===== src/rtl/demux_1xn_stream.sv =====
// Purpose : 1-to-N stream demultiplexer with unicast, broadcast and drop-on-bad-select.
// Latency : one cycle from input accept to out_valid/out_data.
// Backpr. : in_ready is high only when every pending channel is consumed this cycle.
//
// Ports
//   clk, rst_n          : single clock, asynchronous active-low reset
//   in_valid/in_ready   : upstream handshake
//   in_data             : payload (DATA_W bits)
//   in_sel              : destination channel index (SEL_W bits)
//   in_bcast            : deliver to all N_OUT channels, in_sel ignored
//   out_valid/out_ready : per-channel handshake (N_OUT bits each)
//   out_data            : held payload, shared by all channels
//   drop_cnt            : saturating count of words dropped for a bad select
module demux_1xn_stream #(
   parameter int DATA_W = 8,
   parameter int N_OUT  = 8,
   parameter int SEL_W  = 3
) (
   input  logic              clk,
   input  logic              rst_n,
   input  logic              in_valid,
   output logic              in_ready,
   input  logic [DATA_W-1:0] in_data,
   input  logic [SEL_W-1:0]  in_sel,
   input  logic              in_bcast,
   output logic [N_OUT-1:0]  out_valid,
   input  logic [N_OUT-1:0]  out_ready,
   output logic [DATA_W-1:0] out_data,
   output logic [7:0]        drop_cnt
);

   // The pending mask is the only state that defines the FSM; the enum is a
   // decoded view of it so no separate encoding can drift from the outputs.
   typedef enum logic {
      EMPTY = 1'b0,
      HOLD  = 1'b1
   } state_t;

   localparam logic [SEL_W:0] N_OUT_CMP = (SEL_W+1)'(N_OUT);
   localparam logic [N_OUT-1:0] ONE_LSB = N_OUT'(1);

   logic [N_OUT-1:0]  pend_q, pend_d;
   logic [DATA_W-1:0] data_q, data_d;
   logic [7:0]        drop_q, drop_d;

   state_t            state;
   logic [N_OUT-1:0]  still_blocked;
   logic              accept;
   logic              sel_ok;
   logic [N_OUT-1:0]  sel_onehot;

   assign state         = (pend_q != '0) ? HOLD : EMPTY;

   // Channels that hold a word and are not consuming it this cycle.
   assign still_blocked = pend_q & ~out_ready;

   // Full-rate: the last outstanding consumer and the next producer can
   // hand off in the same cycle.
   assign in_ready      = (state == EMPTY) || (still_blocked == '0);
   assign accept        = in_valid && in_ready;

   // Zero-extend the select so the range check also works when
   // 2**SEL_W == N_OUT.
   assign sel_ok        = ({1'b0, in_sel} < N_OUT_CMP);
   assign sel_onehot    = ONE_LSB << in_sel;

   always_comb begin
      // Default: retire the channels that are consuming; hold the rest.
      pend_d = still_blocked;
      data_d = data_q;
      drop_d = drop_q;

      if (accept) begin
         if (in_bcast) begin
            pend_d = '1;
            data_d = in_data;
         end else if (sel_ok) begin
            pend_d = sel_onehot;
            data_d = in_data;
         end else begin
            // Bad select: the word is swallowed, the old payload is kept.
            pend_d = '0;
            if (drop_q != 8'hFF) begin
               drop_d = drop_q + 8'd1;
            end
         end
      end
   end

   always_ff @(posedge clk or negedge rst_n) begin
      if (!rst_n) begin
         pend_q <= '0;
         data_q <= '0;
         drop_q <= '0;
      end else begin
         pend_q <= pend_d;
         data_q <= data_d;
         drop_q <= drop_d;
      end
   end

   assign out_valid = pend_q;
   assign out_data  = data_q;
   assign drop_cnt  = drop_q;

endmodule


===== config.mk =====
export PLATFORM = sky130hd
export DESIGN_NAME = demux_1xn_stream
export DESIGN_NICKNAME = d
export VERILOG_FILES = /design/src/rtl/demux_1xn_stream.sv
export SDC_FILE = /design/constraint.sdc
export NUM_CORES = 1
export LEC_CHECK = 0
export CORE_MARGIN = 2
export CORE_UTILIZATION = 32
export DETAILED_ROUTE_END_ITERATION = 16
export GPL_TIMING_DRIVEN = 1
export PLACE_DENSITY = 0.79
export RECOVER_POWER = 50
export SKIP_CTS_REPAIR_TIMING = 1
export SLEW_MARGIN = 0
export SYNTH_ARGS = -nofsm -noshare
export SYNTH_HDL_FRONTEND = slang
export SYNTH_SLANG_ARGS = --single-unit
export TNS_END_PERCENT = 50

===== constraint.sdc =====
create_clock -name clk -period 1.45 [get_ports clk]
set_input_delay 0.3625 -clock clk [delete_from_list [all_inputs] [get_ports clk]]
set_output_delay 0.3625 -clock clk [all_outputs]
set_load 0.01 [all_outputs]

==> results.json <==
{
  "worstSetupPathType": "primary input to primary output",
  "hp-class": "primary input to flop",
  "syn-cell-area_um2": 790,
  "syn2layout_area_growth_pct": 76.7,
  "start_kind": "primary input",
  "die_w_um": 53.7,
  "yosys_warnings": 0,
  "synth_area_leaders": "dfrtp_1 51%, mux2_2 8.6%, buf_4 7.6%",
  "post-place-cells": 144,
  "postRouteAntennaNets": 0,
  "cts_root_buffer": "clkbuf_4",
  "layout-drive-gt1-share_pct": 31.4,
  "grt_max_degree": 17,
  "netlist_top_cells_count": "16 x dfrtp_1, 8 x buf_4, 6 x a31oi_1, 6 x mux2_2",
  "track_usage_pct": 13.1,
  "antenna_found_initial": 0,
  "overflow": 0,
  "cts.sinks": 16,
  "hold_viol": 0,
  "io_pins": 48,
  "first_global_vias": 644,
  "first_iter_violations": 0,
  "synthDistinctLibCells": 21,
  "vias_per_cell": 4.52,
  "synth_edf_count": 0,
  "cp_max_fo": 2,
  "finalCritPeriodShare_pct": 120,
  "outcome": "finished, violations left",
  "maxSlewViolCount": 0,
  "async_reset_ff_share_pct": 100,
  "vias": 673,
  "antennaDiodeCount": 0,
  "drc": 0,
  "yosys.area.top_type": "dfrtp_1",
  "cts_made_buffers": 3,
  "setup_viol": 15,
  "max_cap_viol_count": 0,
  "violations": "negative setup slack",
  "portBuffers": 39,
  "clk_latency_ps": 270,
  "fmax_ghz": 0.577,
  "crit_required_ps": 1090,
  "worst_pin_slew_ps": 845,
  "dieHeight_um": 53.7,
  "fin_util_pct": 61.3,
  "tritoncts": "done",
  "finClkSkew_ps": 1.26,
  "cp.arrival_ps": 1370,
  "ys_ff_latch": 16,
  "wl_per_cell_um": 13.0,
  "cts_buffer_depth": 2,
  "synth_most_common_cell": "dfrtp_1",
  "grt_pass1_wl_mm": 2.70,
  "rsz0062_at_grt": "true",
  "fin_ws_ps": -283,
  "wl_mm": 1.94,
  "ir_worst_vdd_mv": 0.870,
  "core-area_mm2": 0.00228,
  "gp_congestion": 0.661,
  "leakagePower_nw": 0.829,
  "cp-end-kind": "primary output",
  "firstDrtPassIters": 1,
  "nets": 146,
  "power_density_mw_per_mm2": 1660,
  "dp_hpwl_mm": 1.43,
  "pre_cts_ws_ps": -784,
  "dieArea_mm2": 0.00288,
  "initial_utilization_pct": 34.7,
  "clkSlewWorstSetupHoldPaths_ps": 80,
  "fin_crit_ps": 1730,
  "synth_ff_type": "dfrtp_1",
  "core.rowCount": 17,
  "yosys.area.top_type_share_pct": 50.7,
  "ys_seq_area_share_pct": 50.7,
  "layout.cells.non_filler": 149,
  "htreeDepth": 1,
  "synth_area_per_cell_um2": 11.4,
  "slew_headroom_pct": 43.7,
  "synthCells": 69
}
## placed cells by master, fill, tap and decap left out
master / Yosys / final
nand2b_4: 0 / 4
inv_1: 4 / 4
and4_4: 1 / 1
conb_1: 1 / 8
buf_4: 8 / 11
and3_4: 0 / 1
o21bai_1: 3 / 3
o21ai_2: 0 / 1
nand2_1: 1 / 1
dlymetal6s2s_1: 0 / 20
a21oi_4: 0 / 1
a21oi_1: 2 / 2
dfrtp_1: 16 / 16
mux2_4: 2 / 2
clkdlybuf4s50_1: 0 / 17
a31oi_1: 6 / 6
clkbuf_1: 0 / 1
clkbuf_4: 0 / 3
nor2b_2: 0 / 3
nor2_1: 2 / 1
mux2_2: 6 / 6
o21ai_1: 4 / 4
buf_6: 1 / 3
nor2_2: 0 / 1
nand4_4: 1 / 1
## state kept, by name, summed over array words and instances (netlist names)
signal / count
out_data: 8
out_valid: 8
## cells by family after synthesis
logic type             share of synthesized area, %
muxes                                          12.4
AOI/OAI and AO/OA                              13.2
other                                         0.475
DFF                                            50.7
and+or+nand+nor                                11.9
buffers and inverters                          11.4
## cell type report
cell class | count | area (um2)
timing repair buffer | 52 | 541
sequential | 16 | 400
inverter | 4 | 15.0
multi-input combinational | 46 | 382
clock buffer | 3 | 22.5
fill | 182 | 881
tap | 28 | 35.0
## per-layer routing
layer | GRT usage (%) | wire, um | share of wire, % | vias up
li1 | - | - | - | 327
met1 | 14.7 | 716 | 37 | 310
met2 | 23.0 | 1040 | 53 | 34
met3 | 3.06 | 171 | 8.8 | 2
met4 | 6.84 | 14 | 0.72 | 0
met5 | 0 | 0 | 0 | -
## worst paths after layout
path | start | end | slack (ps) | depth (start not counted)
setup / recovery | out_ready[4] | in_ready | -280 | 5
hold / removal | out_ready[7] | out_valid[7] | 390 | 3
setup reg to reg | out_valid[0] | out_data[3] | -70 | 5
hold reg to reg | out_data[7] | out_data[7] | 500 | 1
max in group asynchronous | rst_n | out_data[7] | 290 | 2
min in group asynchronous | rst_n | out_valid[7] | 640 | 2
## stage by stage
stage	TNS [ps]	total power [mW]	hold slack, ps	instance area, um2
2_1_floorplan	-5.61	1.33	66.9	816
3_3_place_gp	-8700	2.00	490	1250
3_5_place_dp	-8830	2.03	497	1250
4_1_cts	-5860	2.26	404	1270
5_1_grt	-1810	2.47	377	1400
6_report	-870	2.31	385	1400
## power by group
part	switching, mW	internal, mW
clock	0.121	0.0960
combinational	0.492	0.824
sequential	0.125	0.652
## critical path, cell delays in order
cell and delay [ps]:
clkdlybuf4s50_1 470, inv_1 80, a21oi_4 160, and3_4 200
buf_6 90
Note: power is estimated with default switching activity, not from simulation.
